`config.mk`:
```
export PLATFORM = sky130hd
export DESIGN_NAME = mem_port_arbiter
export DESIGN_NICKNAME = d
export VERILOG_FILES = /design/src/rtl/mem_port_arbiter_pkg.sv /design/src/rtl/arb_watchdog.sv /design/src/rtl/mem_port_arbiter.sv
export SDC_FILE = /design/constraint.sdc
export NUM_CORES = 1
export LEC_CHECK = 0
export CAP_MARGIN = 15
export CORE_ASPECT_RATIO = 1.2
export CORE_MARGIN = 5
export CORE_UTILIZATION = 35
export DETAILED_ROUTE_END_ITERATION = 8
export PLACE_DENSITY = 0.68
export SLEW_MARGIN = 30
export SYNTH_ARGS = -nofsm -noshare
export SYNTH_HDL_FRONTEND = slang
export SYNTH_HIERARCHICAL = 1
export SYNTH_SLANG_ARGS = --single-unit
```
`constraint.sdc`:
```
create_clock -name clk -period 4.6 [get_ports clk]
set_clock_uncertainty 0.2 [all_clocks]
set_input_delay 1.38 -clock clk [delete_from_list [all_inputs] [get_ports clk]]
set_output_delay 1.38 -clock clk [all_outputs]
set_load 0.05 [all_outputs]
```
`src/rtl/mem_port_arbiter_pkg.sv`:
```
// rtl/mem_port_arbiter_pkg.sv - shared types and codes for the memory port arbiter
package mem_port_arbiter_pkg;

  localparam int LINE_BITS_DEF = 64;

  typedef enum logic [1:0] {
    IDLE = 2'd0,
    MEM  = 2'd1,
    RESP = 2'd2
  } arb_state_t;

  localparam logic [1:0] OWN_NONE = 2'd0;
  localparam logic [1:0] OWN_IF   = 2'd1;
  localparam logic [1:0] OWN_DC   = 2'd2;

endpackage

```
`src/rtl/arb_watchdog.sv`:
```
// rtl/arb_watchdog.sv - clearable cycle counter flagging the TIMEOUT-th enabled cycle
module arb_watchdog #(
  parameter int TIMEOUT = 32
) (
  input  logic clk,
  input  logic reset,
  input  logic i_clr,
  input  logic i_en,
  output logic o_tc
);

  localparam int CW = $clog2(TIMEOUT + 1);

  logic [CW-1:0] r_count;

  always_ff @(posedge clk) begin
    if (!reset || i_clr) begin
      r_count <= '0;
    end else if (i_en) begin
      r_count <= r_count + 1'b1;
    end
  end

  // tc marks the enabled cycle that would be the TIMEOUT-th in a row
  assign o_tc = i_en && (r_count == CW'(TIMEOUT - 1));

endmodule

```
`src/rtl/mem_port_arbiter.sv`:
```
// rtl/mem_port_arbiter.sv - shares one memory port between fetch and data-cache miss paths
module mem_port_arbiter
  import mem_port_arbiter_pkg::*;
#(
  parameter int ADDR_W        = 16,
  parameter int LINE_BITS     = LINE_BITS_DEF,
  parameter int MAX_DC_STREAK = 2,
  parameter int TIMEOUT       = 32
) (
  input  logic                 clk,
  input  logic                 reset,
  input  logic                 if_req,
  input  logic [ADDR_W-1:0]    if_addr,
  output logic                 if_ack,
  output logic [LINE_BITS-1:0] if_rdata,
  input  logic                 dc_req,
  input  logic                 dc_we,
  input  logic [ADDR_W-1:0]    dc_addr,
  input  logic [LINE_BITS-1:0] dc_wdata,
  output logic                 dc_ack,
  output logic [LINE_BITS-1:0] dc_rdata,
  output logic                 mem_req,
  output logic                 mem_we,
  output logic [ADDR_W-1:0]    mem_addr,
  output logic [LINE_BITS-1:0] mem_wdata,
  input  logic                 mem_ack,
  input  logic [LINE_BITS-1:0] mem_rdata,
  output logic [1:0]           owner,
  output logic                 busy,
  output logic                 timeout_err
);

  localparam int SW = $clog2(MAX_DC_STREAK + 1);

  arb_state_t            r_state;
  arb_state_t            w_next;
  logic [1:0]            r_owner;
  logic [SW-1:0]         r_streak;
  logic                  r_mem_we;
  logic [ADDR_W-1:0]     r_mem_addr;
  logic [LINE_BITS-1:0]  r_mem_wdata;
  logic [LINE_BITS-1:0]  r_if_rdata;
  logic [LINE_BITS-1:0]  r_dc_rdata;
  logic                  r_timeout_err;
  logic                  w_any_req;
  logic                  w_grant_dc;
  logic                  w_tc;

  assign w_any_req  = if_req | dc_req;
  assign w_grant_dc = dc_req && (!if_req || (r_streak != SW'(MAX_DC_STREAK)));

  arb_watchdog #(.TIMEOUT(TIMEOUT)) u_watchdog (
    .clk   (clk),
    .reset (reset),
    .i_clr (r_state != MEM),
    .i_en  ((r_state == MEM) && !mem_ack),
    .o_tc  (w_tc)
  );

  always_ff @(posedge clk) begin
    if (!reset) r_state <= IDLE;
    else        r_state <= w_next;
  end

  always_comb begin
    w_next = r_state;
    case (r_state)
      IDLE:    if (w_any_req) w_next = MEM;
      MEM:     if (mem_ack || w_tc) w_next = RESP;
      RESP:    w_next = IDLE;
      default: w_next = IDLE;
    endcase
  end

  always_ff @(posedge clk) begin
    if (!reset) begin
      r_owner       <= OWN_NONE;
      r_streak      <= '0;
      r_mem_we      <= 1'b0;
      r_mem_addr    <= '0;
      r_mem_wdata   <= '0;
      r_if_rdata    <= '0;
      r_dc_rdata    <= '0;
      r_timeout_err <= 1'b0;
    end else begin
      case (r_state)
        IDLE: begin
          if (w_grant_dc) begin
            r_owner     <= OWN_DC;
            r_mem_we    <= dc_we;
            r_mem_addr  <= dc_addr;
            r_mem_wdata <= dc_wdata;
            // a DC grant with fetch waiting implies streak < MAX, so +1 saturates naturally
            r_streak    <= if_req ? r_streak + 1'b1 : '0;
          end else if (if_req) begin
            r_owner     <= OWN_IF;
            r_mem_we    <= 1'b0;
            r_mem_addr  <= if_addr;
            r_mem_wdata <= '0;
            r_streak    <= '0;
          end
        end
        MEM: begin
          if (mem_ack) begin
            if (r_owner == OWN_IF) r_if_rdata <= mem_rdata;
            else                   r_dc_rdata <= mem_rdata;
          end else if (w_tc) begin
            r_timeout_err <= 1'b1;
            if (r_owner == OWN_IF) r_if_rdata <= '0;
            else                   r_dc_rdata <= '0;
          end
        end
        RESP:    r_owner <= OWN_NONE;
        default: ;
      endcase
    end
  end

  assign mem_req     = (r_state == MEM);
  assign busy        = (r_state != IDLE);
  assign if_ack      = (r_state == RESP) && (r_owner == OWN_IF);
  assign dc_ack      = (r_state == RESP) && (r_owner == OWN_DC);
  assign mem_we      = r_mem_we;
  assign mem_addr    = r_mem_addr;
  assign mem_wdata   = r_mem_wdata;
  assign if_rdata    = r_if_rdata;
  assign dc_rdata    = r_dc_rdata;
  assign owner       = r_owner;
  assign timeout_err = r_timeout_err;

endmodule

```
[Word level (Yosys, flattened, before mapping)]
Index checks and enable logic that the tools add are counted.
Word-level totals
  bits of input ports: 166
  logic and storage cells: 70
  bits in registers: 222
  output and inout bits: 216
Operators by class
  add/subtract/negate cells: 2
  equal/unequal tests: 10
  bitwise gates (word level): 3
  muxes and demuxes: 23
  reductions and logical operators: 22
Operator list (number)
  $mux W64: 10
  $mux W16: 2
  $mux W2: 7
  $reduce_and A3 Y1: 3
  $pmux W2 S2: 2
  $reduce_bool A2 Y1: 4
  $add A6 B1 Y6 const B: 1
  $eq A6 B5 Y1 const B: 1
  $reduce_and A2 Y1: 3
  $logic_and A1 B1 Y1: 5
  $eq A2 B1 Y1 const B: 2
  $eq A2 B2 Y1 const B: 2
  $ne A2 B1 Y1 const B: 2
  $ne A2 B2 Y1 const B: 2
  $logic_not A1 Y1: 3
  $logic_or A1 B1 Y1: 3
  $ne A3 B3 Y1 const B: 1
  $add A2 B1 Y2 const B: 1
  $logic_not A2 Y1: 1
  $mux W1: 2
  $not A1 Y1: 2
  $or A1 B1 Y1: 1

[Longest topological paths before layout]
  word-level depth: 6
  depth in mapped cells: 12
  gate-level depth less buffers: 7

[By module]
The synthesis kept the hierarchy.
Modules (own cells, without submodules)
  mem_port_arbiter: cells each 1035, times used 1, area an instance 8702.1 um2
  arb_watchdog: cells each 28, times used 1, area an instance 262.8 um2

[Least setup slack after synthesis]
No wires, ideal clock.
  kind: reg2out
  start point: register r_owner[1], in the netlist owner[1]
  end point: output port dc_ack
  path slack: 0.732 ns
  data required time: 3.020 ns
  path buffers: 0
  arrival time: 2.288 ns
  stages on the path, launching flop included: 2
  cells stage by stage: dfxtp_1 -> nor4bb_1
Between the ends
  longest elaborated chain between the ends: 2
RTL lines
  from (decl): line mem_port_arbiter.sv:37  | logic [1:0] r_owner;
  from (signal assigned): line mem_port_arbiter.sv:77  | r_owner <= OWN_NONE;
  from (signal assigned): line mem_port_arbiter.sv:89  | r_owner <= OWN_DC;
  from (signal assigned): line mem_port_arbiter.sv:96  | r_owner <= OWN_IF;
  $eq A2 B2 Y1: line mem_port_arbiter.sv:122  | assign dc_ack = (r_state == RESP) && (r_owner == OWN_DC);
  $logic_and A1 B1 Y1: line mem_port_arbiter.sv:122
  to (decl): line mem_port_arbiter.sv:20  | output logic dc_ack,
No other way between the ends.

[Final worst setup path]
  start point: register r_state[1]
  end point: output port dc_ack
Between the ends
  longest elaborated chain between the ends: 2
RTL lines
  from (decl): line mem_port_arbiter.sv:35  | arb_state_t r_state;
  from (signal assigned): line mem_port_arbiter.sv:62  | else r_state <= w_next;
  $eq A2 B2 Y1: line mem_port_arbiter.sv:122
  $logic_and A1 B1 Y1: line mem_port_arbiter.sv:122
No other way between the ends.

==> reports/metrics.cfg <==
[final_layout]
finalNonFillerCells=1697
fin_util_pct=53.5
fillCellCount=2382
area_growth_pct=51.4
finalNetCount=1520
finish.instance_area_sq_um=13600
drive_above_1_share_pct=5.05

[logic_synthesis]
netlist_top_cells_area=dfxtp_1 (50%), a21oi_1 (11%), nand3_1 (8.3%)
synthFlopType=dfxtp_1
netlist.area_leader.share_pct=49.6
netlist_area_sq_um=8960
ys_warn_count=6
syn_avg_cell_area_sq_um=8.43
synth-seq-cells=222
syn-num-nets=1231
synth_edf_count=0
ys_top_cells_by_count=dfxtp_1 (222), a21oi_1 (196), nand3_1 (148), o21ai_0 (148), nand4_1 (81)
yosysTopAreaCell=dfxtp_1
yosysMostFrequentCell=dfxtp_1
async_flop_share_pct=0
ys_seq_area_share_pct=49.6
synth_cell_types=35
synthCells=1063

[outcome]
status=complete, no violations

[hold_path]
hold_path.class=reg -> reg
hp-start=dc_rdata[30]

[worst_setup_path]
start_kind=flip-flop
rr_worst_depth=8
cp.arrival_ns=2.21
r2r-start=r_state[0]
worstSetupEndpoint=dc_ack
worstSetupPathType=reg -> out
startpoint=r_state[1]
cp-end-kind=output port
r2r_end=dc_rdata[57]
ff2ff_setup_slack_ns=1.45
cp.required_ns=3.02
crit_path_max_fanout=8

[clock_network]
numCtsBuffers=24
cts.sinks=222
clk_latency_ns=0.51
tritoncts=built
clk_pin_slew_ns=0.06
cts_setup_buffers=0
ctsRootBufferMaster=clkbuf_16
cts-htree-levels=1
clk_path_buf_depth=3
cts_resized=0
ctsHoldBuffers=0

[timing]
holdWs_ns=0.265
drv_slew=0
rsz0062_at_grt=no
finalSetupViolations=0
setup_tns_ns=0
relSlewSlack_pct=44.2
fin_crit_ns=3.79
timing.final.crit_share_pct=82.4
tightest_slew_ns=0.835
layout_setup_ws_ns=0.808
hold_violations=0
fmax_ghz=0.264

[route]
vias=9388
postRouteAntennaNets=0
wirelength_microns=33400
drc=0
post_drt_wl_per_cell_microns=19.7
drt-initial-drc-count=601
post_drt_via_cell_ratio=5.53
first_pass_iters=5

[flow_run]
drv_cap=0

[floorplanning]
dieArea_sq_um=28900
die_w_microns=156
io_pins=382
start_util_pct=35.3
die_h_microns=185
core_region_area_sq_um=25400
num_rows=64

[placed_design]
pre_cts_slack_ns=1.01
gp_congestion=0.797
placed_cells=1656
portBuffers=381
postPlaceCellArea_sq_um=12800
dpl.hpwl_microns=21600

[grt]
antenna_found_initial=1
grt_pass1_vias=9093
track_usage_pct=21.4
grt_start_max_net_pins=131
grt_first_pass_wirelength_microns=50800
grt.overflow.total=0

[power]
powerDensity_nw_per_um2=366
p_total_mw=4.97
p_leak_nw=4.46
ir_drop_v=0.000250

logic make-up (layout without fill, tap and decap cells):
| family | after synthesis | after routing | share of synthesized area, % |
|---|---|---|---|
| adder cells (fa/ha/maj) | 2 | 2 | 0.279 |
| flip-flops | 222 | 222 | 49.6 |
| AND/OR/NAND/NOR | 262 | 262 | 15.9 |
| AO/OA/AOI/OAI | 429 | 429 | 26.1 |
| buffers and inverters | 143 | 446 | 7.63 |
| XOR/XNOR | 4 | 4 | 0.391 |
| multiplexers | 1 | 1 | 0.112 |
| other | 0 | 1 | 0 |
critical path, cell delays in order (launching register included):
cell,delay [ns]
dfxtp_1,0.51
nor4bb_1,0.25
clkdlybuf4s50_1,0.93
worst min path at each step:
stage	to	slack [ns]	depth (start not counted)
2_1_floorplan	r_streak[0]	0.25	2
3_3_place_gp	dc_rdata[18]	0.25	2
3_5_place_dp	dc_rdata[2]	0.26	2
4_1_cts	dc_rdata[30]	0.27	2
5_1_grt	mem_wdata[48]	0.29	2
6_report	dc_rdata[30]	0.27	2
cells in the final DEF, fill, tap and decap left out, types with 2 or more instances in the layout:
cell	count
nor2_4	3
nand3_1	148
nand4_1	81
buf_12	5
clkbuf_1	6
nand2_1	6
nor2_1	11
nand2b_2	2
o31ai_1	64
buf_6	2
a21oi_1	196
nand2b_1	2
clkbuf_8	5
buf_4	15
xor2_1	3
nor3_1	2
inv_1	2
clkinv_2	2
o21ai_0	148
bufinv_16	2
clkdlybuf4s50_1	379
clkbuf_16	24
ha_1	2
dfxtp_1	222
a31oi_1	17
inv_2	2
sequential cells by signal (all words and copies together) (netlist names):
signal,cells
mem_wdata,64
if_rdata,64
mem_we,1
timeout_err,1
r_state,2
dc_rdata,64
owner,2
r_streak,2
mem_addr,16
u_watchdog/r_count,6
routing by layer:
metal	up-vias	wire length, microns	global-route usage (%)
met1	4411	12600	25.5
met3	59	3700	8.09
met4	0	975	6.63
met2	417	16100	35.8
met5	-	0	0
li1	4501	-	-
power by group:
group | leakage (nW) | total, mW | internal [mW] | switching, mW
clock | 0.382 | 1.93 | 1.15 | 0.778
sequential | 1.81 | 2.05 | 2.00 | 0.0444
combinational | 2.27 | 0.994 | 0.349 | 0.644
area by class of cell:
class / count / area, sq um / area share (%)
clock buffers: 35 / 692 / 5.10
flip-flops and latches: 222 / 4440 / 32.7
clock inverters: 5 / 86.3 / 0.636
repair buffers: 401 / 4030 / 29.7
well taps: 330 / 413 / 3.04
multi-input cells: 698 / 3880 / 28.6
diodes: 1 / 2.50 / 0.0184
inverters: 5 / 23.8 / 0.175
(Power assumes the default switching activity.)
